<file path="src/rtl/truth_table_recorder.sv">
// Truth-table recorder: sweeps every input code of a combinational block,
// waits a fixed settle interval, then writes the sampled outputs into a
// table memory at the address equal to the input code.
module truth_table_recorder #(
    parameter int unsigned IN_W   = 13,
    parameter int unsigned OUT_W  = 8,
    parameter int unsigned SETTLE = 2
) (
    input  logic             clk,
    input  logic             rst,
    input  logic             start,
    input  logic             abort,
    output logic [IN_W-1:0]  dut_x,
    input  logic [OUT_W-1:0] dut_y,
    output logic             wr_valid,
    input  logic             wr_ready,
    output logic [IN_W-1:0]  wr_addr,
    output logic [OUT_W-1:0] wr_data,
    output logic             busy,
    output logic             done,
    output logic [IN_W:0]    count
);

    localparam logic [1:0] StIdle   = 2'd0;
    localparam logic [1:0] StSettle = 2'd1;
    localparam logic [1:0] StWrite  = 2'd2;
    localparam logic [1:0] StDone   = 2'd3;

    localparam logic [3:0]      SettleLoad = 4'(SETTLE - 1);
    localparam logic [3:0]      SettleOne  = 4'd1;
    localparam logic [IN_W-1:0] LastCode   = '1;
    localparam logic [IN_W-1:0] CodeOne    = IN_W'(1);
    localparam logic [IN_W:0]   CountOne   = (IN_W + 1)'(1);

    logic [1:0]       state_q, state_d;
    logic [3:0]       settle_q, settle_d;
    logic [IN_W-1:0]  x_q, x_d;
    logic             valid_q, valid_d;
    logic [IN_W-1:0]  addr_q, addr_d;
    logic [OUT_W-1:0] data_q, data_d;
    logic             busy_q, busy_d;
    logic             done_q, done_d;
    logic [IN_W:0]    count_q, count_d;
    logic             handshake;

    assign handshake = valid_q && wr_ready;

    // Next-state logic; abort overrides every transition but still counts a
    // write that completes on the same edge.
    always_comb begin
        state_d  = state_q;
        settle_d = settle_q;
        x_d      = x_q;
        valid_d  = valid_q;
        addr_d   = addr_q;
        data_d   = data_q;
        busy_d   = busy_q;
        done_d   = done_q;
        count_d  = count_q;

        if (abort) begin
            state_d = StIdle;
            valid_d = 1'b0;
            busy_d  = 1'b0;
            done_d  = 1'b0;
            if (state_q == StWrite && handshake) begin
                count_d = count_q + CountOne;
            end
        end else begin
            unique case (state_q)
                StIdle, StDone: begin
                    if (start) begin
                        state_d  = StSettle;
                        x_d      = '0;
                        count_d  = '0;
                        busy_d   = 1'b1;
                        done_d   = 1'b0;
                        settle_d = SettleLoad;
                    end
                end
                StSettle: begin
                    if (settle_q == 4'd0) begin
                        data_d  = dut_y;
                        addr_d  = x_q;
                        valid_d = 1'b1;
                        state_d = StWrite;
                    end else begin
                        settle_d = settle_q - SettleOne;
                    end
                end
                StWrite: begin
                    if (handshake) begin
                        valid_d = 1'b0;
                        count_d = count_q + CountOne;
                        if (x_q == LastCode) begin
                            // Final code: dut_x stays at all ones, never wraps.
                            state_d = StDone;
                            busy_d  = 1'b0;
                            done_d  = 1'b1;
                        end else begin
                            x_d      = x_q + CodeOne;
                            settle_d = SettleLoad;
                            state_d  = StSettle;
                        end
                    end
                end
                default: state_d = StIdle;
            endcase
        end
    end

    // State registers with asynchronous reset; a pending write is dropped.
    always_ff @(posedge clk or posedge rst) begin
        if (rst) begin
            state_q  <= StIdle;
            settle_q <= '0;
            x_q      <= '0;
            valid_q  <= 1'b0;
            addr_q   <= '0;
            data_q   <= '0;
            busy_q   <= 1'b0;
            done_q   <= 1'b0;
            count_q  <= '0;
        end else begin
            state_q  <= state_d;
            settle_q <= settle_d;
            x_q      <= x_d;
            valid_q  <= valid_d;
            addr_q   <= addr_d;
            data_q   <= data_d;
            busy_q   <= busy_d;
            done_q   <= done_d;
            count_q  <= count_d;
        end
    end

    assign dut_x    = x_q;
    assign wr_valid = valid_q;
    assign wr_addr  = addr_q;
    assign wr_data  = data_q;
    assign busy     = busy_q;
    assign done     = done_q;
    assign count    = count_q;

endmodule

</file>
<file path="config.mk">
export PLATFORM = sky130hd
export DESIGN_NAME = truth_table_recorder
export DESIGN_NICKNAME = d
export VERILOG_FILES = /design/src/rtl/truth_table_recorder.sv
export SDC_FILE = /design/constraint.sdc
export NUM_CORES = 1
export LEC_CHECK = 0
export BUFFER_PORTS_ARGS = -buffer_cell sky130_fd_sc_hd__buf_2
export CAP_MARGIN = 20
export CORE_ASPECT_RATIO = 0.75
export CORE_MARGIN = 1
export CORE_UTILIZATION = 58
export CTS_CLUSTER_DIAMETER = 200
export DETAILED_ROUTE_END_ITERATION = 12
export GPL_TIMING_DRIVEN = 0
export MAX_ROUTING_LAYER = met4
export PLACE_DENSITY = 0.85
export SKIP_CTS_REPAIR_TIMING = 1
export SLEW_MARGIN = 40
export SYNTH_ARGS = -nofsm -noshare
export SYNTH_HDL_FRONTEND = slang
export SYNTH_SLANG_ARGS = --single-unit
</file>
<file path="constraint.sdc">
create_clock -name clk -period 3.19 [get_ports clk]
set_input_delay 0.1595 -clock clk [delete_from_list [all_inputs] [get_ports clk]]
set_output_delay 0.1595 -clock clk [all_outputs]
set_load 0.01 [all_outputs]
</file>
### After elaboration in Yosys (flattened, before gate mapping)

Cells that the tools add are included.
W data, S select, Z words.

* register bits: 57
* output and inout port bits: 51
* logic and storage cells: 75
* input bits: 13

* reduce and logical (&&, ||, !) cells: 15
* bitwise logic cells: 1
* equal/unequal tests: 13
* add/sub/neg operators: 3
* mux-type cells: 34

Operator list (number)
* $mux W14: 4
* $mux W13: 3
* $pmux W14 S2: 1
* $pmux W13 S2: 1
* $mux W4: 4
* $add A14 B1 Y14 const B: 1
* $add A13 B1 Y13 const B: 1
* $eq A13 B13 Y1 const B: 1
* $pmux W4 S3: 1
* $mux W1: 11
* $mux W2: 5
* $reduce_and A5 Y1: 2
* $ne A3 B3 Y1 const B: 3
* $reduce_and A3 Y1: 3
* $ne A2 B2 Y1 const B: 4
* $reduce_and A4 Y1: 2
* $pmux W1 S2: 3
* $pmux W2 S3: 1
* $reduce_bool A3 Y1: 2
* $eq A2 B2 Y1 const B: 2
* $logic_not A4 Y1: 1
* $sub A4 B1 Y4 const B: 1
* $ne A3 B2 Y1 const B: 1
* $eq A2 B1 Y1 const B: 1
* 6 further kinds: 7

### Longest topological paths before layout

Gate-level depths: netlist (run 1).

* depth in word-level cells: 5
* depth in mapped cells: 8
* depth with buffers taken out: 7

### Worst setup path before layout (run 1)

OpenSTA, ideal clock, no wires.

* path type: register -> register
* start: register state_q[0]
* end: register x_q[9], in the netlist dut_x[9]
* buffers on the path: 1
* data required time: 3.107 ns
* path slack: 1.030 ns
* stages on the path, launching flop included: 9
* arrival time: 2.078 ns
* period minus slack after synthesis: 2.160 ns
* path through: dfrtp_1 > inv_1 > ha_1 > nor2b_4 > or3_4 > or3_1 > buf_2 > or3_1 > o21ai_0

* word-level cells in the longest chain between the ends: 4
* elaborated cells between the ends (all ways): 10
* classes of those cells: 5 x eq/ne; 1 x mux; 4 x reduce/logical

RTL lines
* start, declared: line 35 `logic [1:0] state_q, state_d;`
* start signal, assigned: line 115 `state_q <= StIdle;`
* start signal, assigned: line 125 `state_q <= state_d;`
* $eq A2 B2 Y1 / $logic_not A2 Y1 (equally long branches): line 70 `unique case (state_q)`
* $reduce_or A2 Y1: line 70
* $ne A2 B2 Y1 (no line) / $reduce_bool A2 Y1 (equally long branches)
* $reduce_and A5 Y1 (no line)
* end signal, assigned: line 117 `x_q <= '0;`
* end signal, assigned: line 127 `x_q <= x_d;`
* end, declared: line 37 `logic [IN_W-1:0] x_q, x_d;`

Parallel ways exist; a longest one is shown, timed or not.
A chain may end at the register's enable or synchronous reset.

### Worst setup path after layout (run 1)

Ends and elaborated chain as after synthesis.

==> results of run 1 <==
power groups by stage:
stage | logic, mW | clock network [mW] | registers [mW]
6_report | 0.620 | 0.731 | 0.914
5_1_grt | 0.695 | 0.771 | 0.931
4_1_cts | 0.621 | 0.734 | 0.912
3_5_place_dp | 0.619 | 0 | 0.924
3_3_place_gp | 0.595 | 0 | 0.918
2_1_floorplan | 0.402 | 0 | 0.951
cell families (layout without fill, tap and decap cells):
family	after synthesis	after routing
simple gates	101	101
flops	57	57
compound gates	50	50
mux	25	25
buf+inv	18	99
xor+xnor	9	9
fa+ha+maj	6	6
stage by stage:
step	instance area (µm²)	instances
floorplan	2770	266
global placement	3150	386
detailed placement	3180	387
CTS	3390	403
global route	3400	404
finish	3400	404
worst max-delay path by stage:
| stage | startpoint | to | cells past startpoint |
|---|---|---|---|
| after floorplan | state_q[0] | dut_x[9] | 8 |
| after global placement | state_q[0] | dut_x[9] | 8 |
| after detailed placement | state_q[0] | dut_x[9] | 8 |
| after CTS | state_q[0] | dut_x[9] | 8 |
| after global routing | state_q[0] | dut_x[3] | 8 |
| final | state_q[0] | dut_x[9] | 8 |
cell usage in the layout (no fill, tap or decap), types with 2 or more instances in the layout:
master                      count
sky130_fd_sc_hd__o21ai_0       21
sky130_fd_sc_hd__or4_1          2
sky130_fd_sc_hd__nor2b_1        2
sky130_fd_sc_hd__nand2b_1       3
sky130_fd_sc_hd__a31oi_1        5
sky130_fd_sc_hd__o31ai_1        4
sky130_fd_sc_hd__mux2_2        23
sky130_fd_sc_hd__buf_2         65
sky130_fd_sc_hd__clkbuf_1       7
sky130_fd_sc_hd__nor4_1         6
sky130_fd_sc_hd__mux2i_1        2
sky130_fd_sc_hd__ha_1           6
sky130_fd_sc_hd__nand2_1       22
sky130_fd_sc_hd__nor3_1         6
sky130_fd_sc_hd__xnor2_1        9
sky130_fd_sc_hd__a41o_1         2
sky130_fd_sc_hd__clkbuf_8       9
sky130_fd_sc_hd__dfrtp_1       57
sky130_fd_sc_hd__clkinv_2       3
sky130_fd_sc_hd__and4_1         2
sky130_fd_sc_hd__bufinv_16      2
sky130_fd_sc_hd__nand4_1        5
sky130_fd_sc_hd__a21oi_1        7
sky130_fd_sc_hd__inv_1          7
sky130_fd_sc_hd__nand3_1       11
sky130_fd_sc_hd__and3_1         4
sky130_fd_sc_hd__or3_1          4
sky130_fd_sc_hd__nor4b_1        2
sky130_fd_sc_hd__nor2_1        24
sky130_fd_sc_hd__buf_1          2
layer usage:
metal,global-route usage (%),wire length [µm],up-vias
met1,33.7,2760,1152
met2,43.4,2890,89
met4,10.3,76,0
li1,-,-,1118
met3,9.20,417,11
met5,-,0,-
worst reg2reg max path, delay by kind of cell (launching register included):
family,cells,cell delay (ns)
buf+inv,2,0.24
compound gates,1,0.09
simple gates,4,1.23
fa+ha+maj,1,0.36
flops,1,0.35
state kept, by name, indices dropped and copies added (netlist names):
signal / flops
count: 14
wr_data: 8
busy: 1
dut_x: 13
wr_valid: 1
state_q: 2
done: 1
settle_q: 4
wr_addr: 13
final cells by class:
class                           count  area share, %
Timing Repair Buffer               65           10.2
Sequential cell                    57           42.0
Inverter                            8          0.958
Buffer                             10           1.18
Clock inverter                      6           2.43
Tap cell                           57           2.10
Multi-Input combinational cell    191           37.4
Clock buffer                       10           3.76
==> metrics.yaml, run 1 <==
run_status:
  status: "complete, no violations"
drt:
  final_antenna_net_count: 0
  detail_route.iter0.violations: 204
  vias: 2370
  drt-vias-per-instance: 5.87
  detail_route.wirelength_um: 6150
  drt_pre_antenna_iters: 6
  wl_cell_um: 15.2
  drc: 0
sta:
  period_share_pct: 73.7
  post-route-min-period_ns: 2.35
  slew-limit-headroom_pct: 55.9
  worst_hold_slack_ns: 0.0354
  timing.final.ws_setup_ns: 0.838
  number_of_failing_setup_endpoints_in_the_final_timing_report: 0
  drv_slew: 0
  clock_skew_ns: 0.00805
  final_hold_viol_count: 0
  grt_setup_unrepaired: "false"
  totalNegativeSetupSlack_ns: 0
  maximum_clock_frequency_mhz: 425
  timing_worst_slew_pin_value_ns: 0.656
synthesis:
  synth_area_per_cell_um2: 10.4
  post_synth_inst_count: 266
  combinational_family_with_the_most_area_after_synthesis: "simple AND/OR/NAND/NOR gates"
  synthTopCellsByArea: "sky130_fd_sc_hd__dfrtp_1 (52%), sky130_fd_sc_hd__mux2_2 (9.4%), sky130_fd_sc_hd__o21ai_0 (3.8%)"
  ys_dominant_reg_cell: "sky130_fd_sc_hd__dfrtp_1"
  post_synth_instance_area_um2: 2770
  synth-edff-count: 0
  synth_largest_area_cell: "sky130_fd_sc_hd__dfrtp_1"
  yosysSeqAreaShare_pct: 51.5
  postSynthNetCount: 285
  synth.top_cells.by_count: "sky130_fd_sc_hd__dfrtp_1 (57), sky130_fd_sc_hd__nor2_1 (24), sky130_fd_sc_hd__mux2_2 (23), sky130_fd_sc_hd__nand2_1 (22), sky130_fd_sc_hd__o21ai_0 (21)"
  yosys_warnings: 0
  ys_async_sr_fraction_pct: 100
  synthDominantCellAreaShare_pct: 51.5
  yosys.cell_types.count: 46
  post_synth_xor_area_fraction_pct: 2.85
  synth_adder_area_share_pct: 2.71
  synth.mux.area_fraction_pct: 10.1
  cell_with_the_most_instances_after_synthesis: "sky130_fd_sc_hd__dfrtp_1"
  postSynthRegisterBits: 57
  synth_simple_gate_area_share_pct: 19.1
  share_of_the_synthesized_area_in_compound_gates_ao_oa_aoi_oai_pct: 11.2
clock_tree:
  ctsRootBufferMaster: "sky130_fd_sc_hd__clkbuf_8"
  clock_tree_from_tritoncts: "yes"
  max-clock-path-buffers: 2
  clock_latency_ns: 0.35
  numCtsBuffers: 9
  number_of_h_tree_levels: 3
  clk_pin_slew_worst_paths_ns: 0.07
  clock_sinks: 57
layout:
  layout-area-overhead-vs-synth_pct: 22.7
  insertedDiodeCount: 0
  area_occupied_by_multi_input_gates_um2: 1270
  layout-drive-gt1-share_pct: 31.4
  postLayoutCoreUtil_pct: 75.2
  total_area_of_sequential_cells_um2: 1430
  fill_cell_total_of_the_finished_layout: 341
  fin_nets: 361
global_route:
  grt_pass1_vias: 2138
  grt_max_degree: 33
  initial_antenna_violation_count: 0
  first_pass_grt_wire_length_um: 9790
  globalRouteTotalUtil_pct: 27.7
  grt.overflow.total: 0
critical_path:
  worstPathCellList: "inv_1, ha_1, nor2b_4, or3_4, or3_1, buf_2, or3_1, o21ai_0"
  path_max_fanout: 8
  ff2ff_path_depth: 8
  r2r_start: "state_q[0]"
  r2r_setup_slack_ns: 0.84
  slowest_stage: "sky130_fd_sc_hd__or3_1"
  critPathKind: "flip-flop to flip-flop"
  arrival_ns: 2.61
  crit_path_frequent_cell: "sky130_fd_sc_hd__or3_1"
  kind_of_cell_adding_the_most_delay_to_the_critical_path: "simple AND/OR/NAND/NOR gates"
  path_buf_inv: 2
  start_kind: "flip-flop"
  critPathMaxStageDelay_ns: 0.37
  reg2reg_to: "dut_x[9]"
  crit_required_ns: 3.45
  timing.critical_path.to_type: "flip-flop"
power_and_ir_drop:
  share_comb_of_total_power_pct: 27.4
  switching_share_pct: 31.7
  power.sequential.fraction_pct: 40.4
  design_power_total_mw: 2.26
  power.density_cell_area_nw_per_um2: 667
  leakagePower_nw: 1.69
  power_dissipated_by_switching_net_loads_uw: 717
  cellInternalPower_mw: 1.55
  vdd_ir_drop_max_uv: 467
  power.share.clock_pct: 32.3
worst_hold_path:
  worst_hold_path_type: "primary input to flip-flop"
  hold_path_startpoint: "dut_y[2]"
  worst_hold_path.endpoint: "wr_data[2]"
  hold-path-cell-count: 2
floorplanning:
  rows: 21
  die-height_um: 61.8
  die_w_um: 81.8
  dieArea_um2: 5060
  start_util_pct: 61.2
  io-pin-count: 64
  core_um2: 4520
place:
  post-dp-hpwl_um: 4280
  port-buffer-count: 63
  gpl.final_weighted_congestion: 0.866
  dp_worst_slack_ns: 0.863
flow_run:
  drv_cap: 0
Power figures use the tool's default switching activity.
==> run 2: changes to the inputs <==
--- a/config.mk
+++ b/config.mk
@@ -5,16 +5,17 @@
 export SDC_FILE = /design/constraint.sdc
 export NUM_CORES = 1
 export LEC_CHECK = 0
+export ABC_AREA = 1
 export BUFFER_PORTS_ARGS = -buffer_cell sky130_fd_sc_hd__buf_2
 export CAP_MARGIN = 20
 export CORE_ASPECT_RATIO = 0.75
 export CORE_MARGIN = 1
-export CORE_UTILIZATION = 58
+export CORE_UTILIZATION = 49
 export CTS_CLUSTER_DIAMETER = 200
 export DETAILED_ROUTE_END_ITERATION = 12
 export GPL_TIMING_DRIVEN = 0
 export MAX_ROUTING_LAYER = met4
-export PLACE_DENSITY = 0.85
+export PLACE_DENSITY = 0.75
 export SKIP_CTS_REPAIR_TIMING = 1
 export SLEW_MARGIN = 40
 export SYNTH_ARGS = -nofsm -noshare
==> constraint.sdc (replaced) <==
create_clock -name clk -period 1.9 [get_ports clk]
set_input_delay 0.095 -clock clk [delete_from_list [all_inputs] [get_ports clk]]
set_output_delay 0.095 -clock clk [all_outputs]
set_load 0.01 [all_outputs]
==> metrics.yaml, run 2 <==
run_status:
  status: "complete, no violations"
critical_path:
  r2r_start: "state_q[1]"
  reg2reg_to: "wr_data[1]"
  arrival_ns: 2.01
  critPathMaxStageDelay_ns: 0.38
  crit_path_start: "state_q[1]"
  worst_setup_path_endpoint: "wr_data[1]"
  r2r_setup_slack_ns: 0.11
  slowest_stage: "sky130_fd_sc_hd__dfrtp_1"
  path_max_fanout: 10
  timing.critical_path.to_type: "flip-flop"
  critPathKind: "flip-flop to flip-flop"
  crit_required_ns: 2.12
  worstPathCellList: "inv_1, ha_2, inv_1, nor2_2, nand4_2, buf_4, mux2_1"
  ff2ff_path_depth: 7
  crit_path_frequent_cell: "sky130_fd_sc_hd__inv_1"
  start_kind: "flip-flop"
clock_tree:
  clock_tree_from_tritoncts: "yes"
  clock_latency_ns: 0.34
  max-clock-path-buffers: 2
  number_of_h_tree_levels: 3
  clk_pin_slew_worst_paths_ns: 0.06
  numCtsBuffers: 9
  clock_sinks: 57
  ctsRootBufferMaster: "sky130_fd_sc_hd__clkbuf_8"
global_route:
  first_pass_grt_wire_length_um: 11800
  grt_max_degree: 37
  grt_pass1_vias: 2533
  grt.overflow.total: 0
  initial_antenna_violation_count: 0
  globalRouteTotalUtil_pct: 23.8
synthesis:
  yosys.cell_types.count: 31
  post_synth_instance_area_um2: 3080
  synth_largest_area_cell: "sky130_fd_sc_hd__dfrtp_1"
  synth-edff-count: 0
  ys_async_sr_fraction_pct: 100
  ys_dominant_reg_cell: "sky130_fd_sc_hd__dfrtp_1"
  postSynthNetCount: 400
  synth_area_per_cell_um2: 8.09
  yosys_warnings: 0
  synth.top_cells.by_count: "sky130_fd_sc_hd__nand2_1 (105), sky130_fd_sc_hd__dfrtp_1 (57), sky130_fd_sc_hd__inv_1 (42), sky130_fd_sc_hd__o21ai_0 (35), sky130_fd_sc_hd__nor2_1 (32)"
  cell_with_the_most_instances_after_synthesis: "sky130_fd_sc_hd__nand2_1"
  yosysSeqAreaShare_pct: 46.3
  post_synth_inst_count: 381
  postSynthRegisterBits: 57
  synthDominantCellAreaShare_pct: 46.3
  synthTopCellsByArea: "sky130_fd_sc_hd__dfrtp_1 (46%), sky130_fd_sc_hd__nand2_1 (13%), sky130_fd_sc_hd__o21ai_0 (5.7%)"
floorplanning:
  io-pin-count: 64
  rows: 24
  start_util_pct: 51.8
  dieArea_um2: 6610
  core_um2: 5950
  die-height_um: 70.7
  die_w_um: 93.6
sta:
  drv_slew: 0
  grt_setup_unrepaired: "false"
  maximum_clock_frequency_mhz: 559
  period_share_pct: 94.2
  slew-limit-headroom_pct: 68.5
  post-route-min-period_ns: 1.79
  clock_skew_ns: 0.00802
  final_hold_viol_count: 0
  number_of_failing_setup_endpoints_in_the_final_timing_report: 0
  timing_worst_slew_pin_value_ns: 0.472
  totalNegativeSetupSlack_ns: 0
  worst_hold_slack_ns: 0.000995
drt:
  detail_route.iter0.violations: 230
  detail_route.wirelength_um: 7010
  drt_pre_antenna_iters: 4
  final_antenna_net_count: 0
  wl_cell_um: 12.8
  drc: 0
  vias: 2788
  drt-vias-per-instance: 5.10
power_and_ir_drop:
  vdd_ir_drop_max_uv: 792
  leakagePower_nw: 1.90
  power.density_cell_area_nw_per_um2: 1030
place:
  port-buffer-count: 63
  post-dp-hpwl_um: 5200
  gpl.final_weighted_congestion: 0.921
layout:
  fin_nets: 483
  layout-area-overhead-vs-synth_pct: 24.8
  largest_register_ff_count: 14
  layout_commonest_cell: "sky130_fd_sc_hd__nand2_1"
  insertedDiodeCount: 0
  layout-drive-gt1-share_pct: 26.2
  mostFrequentLayoutCells: "sky130_fd_sc_hd__nand2_1 (104), sky130_fd_sc_hd__buf_2 (63), sky130_fd_sc_hd__dfrtp_1 (57), sky130_fd_sc_hd__inv_1 (41), sky130_fd_sc_hd__o21ai_0 (35)"
worst_hold_path:
  hold_path_startpoint: "dut_y[7]"
  worst_hold_path_type: "primary input to flip-flop"
flow_run:
  drv_cap: 0
## run 2: cell types whose count changed in the layout (fill, tap and decap cells not counted), moves of 6 or more
cell	change
sky130_fd_sc_hd__o21ai_0	+14
sky130_fd_sc_hd__nor2_1	+7
sky130_fd_sc_hd__xnor2_1	-7
sky130_fd_sc_hd__inv_1	+34
sky130_fd_sc_hd__o21ai_2	+10
sky130_fd_sc_hd__dlygate4sd3_1	+7
sky130_fd_sc_hd__nor4_1	-6
sky130_fd_sc_hd__mux2_2	-14
sky130_fd_sc_hd__nand3_1	+17
sky130_fd_sc_hd__nand2_1	+82
## run 2: logic make-up (layout without fill, tap and decap cells)
logic type / count (synthesis) / after routing / synth area share, %
XOR/XNOR: 2 / 2 / 0.569
AO/OA/AOI/OAI: 63 / 63 / 12.0
adder cells (fa/ha/maj): 6 / 6 / 2.44
flip-flops: 57 / 57 / 46.3
AND/OR/NAND/NOR: 188 / 188 / 27.0
buffers and inverters: 54 / 142 / 7.71
multiplexers: 11 / 11 / 4.02
## run 2: metrics by stage
step / instances / utilization (%) / total power, mW / area [µm²] / setup WS, ns
after floorplan: 381 / - / 2.38 / 3080 / 0.306
after global placement: 522 / 58.8 / 2.71 / 3490 / -0.334
after detailed placement: 523 / 59.2 / 2.75 / 3520 / 0.0627
after CTS: 539 / 62.6 / 3.94 / 3720 / 0.0485
after global routing: 547 / 64.7 / 4.23 / 3840 / 0.000267
final: 547 / 64.7 / 3.97 / 3840 / 0.111
## run 2: layer usage
layer	global-route usage, %	up-vias	part of all wire, %
li1	-	1418	-
met1	32.8	1282	49
met2	34.6	82	44
met3	6.13	6	6.4
met4	6.84	0	0.49
met5	-	-	0
## run 2: how the worst min path moves through the flow
| stage | slack, ns | end | cells after the start |
|---|---|---|---|
| after CTS | -0.29 | wr_addr[12] | 2 |
| after detailed placement | 0.07 | wr_addr[12] | 2 |
| after global routing | 0.004 | wr_data[7] | 2 |
| after global placement | 0.31 | wr_data[0] | 2 |
| final | 0.001 | wr_data[7] | 2 |
| after floorplan | 0.23 | wr_data[0] | 1 |
## run 2: cell type report
class,instances,area [µm²]
inverters,44,168
multi-input cells,270,1450
clock inverters,2,35.0
plain buffers,10,82.6
fillers,521,2100
clock buffers,14,173
flip-flops and latches,57,1430
well taps,78,97.6
repair buffers,72,415
## run 2: worst max-delay path: cells and delay by family, from the launching register on
kind | cells | cell delay [ns]
buffers and inverters | 3 | 0.42
and+or+nand+nor | 2 | 0.33
DFF | 1 | 0.38
muxes | 1 | 0.31
adders and majority gates | 1 | 0.23
## run 2: power by group
group          internal, mW  total (mW)  switching (mW)
clock network         0.712        1.17           0.463
registers              1.40        1.53           0.127
logic                 0.496        1.26           0.768
==> run 3: changes to the inputs <==
--- a/config.mk
+++ b/config.mk
@@ -5,12 +5,13 @@
 export SDC_FILE = /design/constraint.sdc
 export NUM_CORES = 1
 export LEC_CHECK = 0
-export ABC_AREA = 1
+export ABC_AREA = 0
+export ABC_CLOCK_PERIOD_IN_PS = 1900
 export BUFFER_PORTS_ARGS = -buffer_cell sky130_fd_sc_hd__buf_2
 export CAP_MARGIN = 20
 export CORE_ASPECT_RATIO = 0.75
 export CORE_MARGIN = 1
-export CORE_UTILIZATION = 49
+export CORE_UTILIZATION = 48
 export CTS_CLUSTER_DIAMETER = 200
 export DETAILED_ROUTE_END_ITERATION = 12
 export GPL_TIMING_DRIVEN = 0
==> metrics.yaml, run 3 (synthesis results as in run 1) <==
run_status:
  status: "finished, violations left"
  failing_checks: "negative hold slack, negative setup slack"
clock_tree:
  clk_pin_slew_worst_paths_ns: 0.06
  numCtsBuffers: 9
  clock_latency_ns: 0.33
  ctsRootBufferMaster: "sky130_fd_sc_hd__clkbuf_8"
  clock_tree_from_tritoncts: "yes"
  clock_sinks: 57
  max-clock-path-buffers: 2
  number_of_h_tree_levels: 3
global_route:
  globalRouteTotalUtil_pct: 21.9
  initial_antenna_violation_count: 0
  first_pass_grt_wire_length_um: 9650
  grt_pass1_vias: 2067
  grt_max_degree: 30
  grt.overflow.total: 0
critical_path:
  crit_required_ns: 2.15
  r2r_start: "state_q[0]"
  worstPathCellList: "inv_2, ha_4, nor2b_4, or3_4, or3_4, or3_1, o21ai_1"
  arrival_ns: 2.36
  critPathMaxStageDelay_ns: 0.44
  timing.critical_path.to_type: "flip-flop"
  r2r_setup_slack_ns: -0.21
  crit_path_frequent_cell: "sky130_fd_sc_hd__or3_4"
  critPathKind: "flip-flop to flip-flop"
  crit_path_start: "state_q[0]"
  slowest_stage: "sky130_fd_sc_hd__or3_4"
  reg2reg_to: "dut_x[9]"
  path_max_fanout: 8
  ff2ff_path_depth: 7
  start_kind: "flip-flop"
sta:
  timing.final.ws_setup_ns: -0.206
  number_of_failing_setup_endpoints_in_the_final_timing_report: 30
  worst_hold_slack_ns: -0.00218
  period_share_pct: 111
  timing_worst_slew_pin_value_ns: 0.502
  maximum_clock_frequency_mhz: 475
  drv_slew: 0
  final_hold_viol_count: 1
  grt_setup_unrepaired: "true"
  totalNegativeSetupSlack_ns: -3.09
  clock_skew_ns: 0.00561
  slew-limit-headroom_pct: 66.3
  post-route-min-period_ns: 2.11
place:
  post-place-cells: 405
  dp_worst_slack_ns: -0.363
  gpl.final_weighted_congestion: 0.849
  placement.cell_area_um2: 3230
  post-dp-hpwl_um: 4190
  port-buffer-count: 63
floorplanning:
  rows: 23
  core_um2: 5440
  die-height_um: 67.8
  die_w_um: 89.7
  start_util_pct: 50.9
  io-pin-count: 64
  dieArea_um2: 6080
worst_hold_path:
  worst_hold_path.endpoint: "wr_data[3]"
  hold_path_startpoint: "dut_y[3]"
  worst_hold_path_type: "primary input to flip-flop"
  hold-path-cell-count: 2
layout:
  layout_commonest_cell: "sky130_fd_sc_hd__buf_2"
  largest_register_ff_count: 14
  mostFrequentLayoutCells: "sky130_fd_sc_hd__buf_2 (63), sky130_fd_sc_hd__dfrtp_1 (55), sky130_fd_sc_hd__mux2_2 (23), sky130_fd_sc_hd__nor2_1 (22), sky130_fd_sc_hd__nand2_1 (20)"
  postLayoutCoreUtil_pct: 69.6
  insertedDiodeCount: 0
  design_area_um2: 3790
  post_layout_nonfiller_instances: 436
  layout-drive-gt1-share_pct: 43.8
  fin_nets: 375
  layout-area-overhead-vs-synth_pct: 36.8
  fill_cell_total_of_the_finished_layout: 418
drt:
  drt-vias-per-instance: 5.42
  drt_pre_antenna_iters: 4
  final_antenna_net_count: 0
  detail_route.iter0.violations: 97
  detail_route.wirelength_um: 6530
  drc: 0
  vias: 2363
  wl_cell_um: 15.0
power_and_ir_drop:
  leakagePower_nw: 1.83
  power.density_cell_area_nw_per_um2: 1070
  vdd_ir_drop_max_uv: 620
  design_power_total_mw: 4.04
flow_run:
  drv_cap: 0
## run 3: worst max path at each step
stage                             end  depth (start not counted)
after floorplan              dut_x[9]                          7
after global placement    wr_addr[11]                          2
after detailed placement   wr_addr[6]                          6
after CTS                  wr_addr[6]                          6
after global routing         dut_x[9]                          7
final                        dut_x[9]                          7
## run 3: layout make-up
| class | count | area, µm² | area share [%] |
|---|---|---|---|
| multi-input cells | 191 | 1480 | 39.2 |
| well taps | 75 | 93.8 | 2.48 |
| plain buffers | 9 | 65.1 | 1.72 |
| repair buffers | 80 | 493 | 13.0 |
| flip-flops and latches | 57 | 1430 | 37.7 |
| clock buffers | 13 | 149 | 3.93 |
| clock inverters | 3 | 40.0 | 1.06 |
| inverters | 8 | 32.5 | 0.859 |
## run 3: report_power, final
part | switching [mW] | internal, mW
clock network | 0.455 | 0.638
registers | 0.160 | 1.40
logic | 0.709 | 0.681
total | 1.32 | 2.72
## run 3: layer usage
metal | GRT usage, % | vias up | share of wire, %
met5 | - | - | 0
met4 | 2.98 | 0 | 0.80
met3 | 7.95 | 7 | 5.0
met2 | 32.3 | 69 | 47
met1 | 29.7 | 1144 | 47
li1 | - | 1143 | -
## run 3: critical path, delay by kind of cell, from the launching register on
| family | cells | cell delay, ns |
|---|---|---|
| buffers and inverters | 1 | 0.09 |
| flip-flops | 1 | 0.42 |
| adder cells (fa/ha/maj) | 1 | 0.21 |
| AO/OA/AOI/OAI | 1 | 0.08 |
| AND/OR/NAND/NOR | 4 | 1.24 |
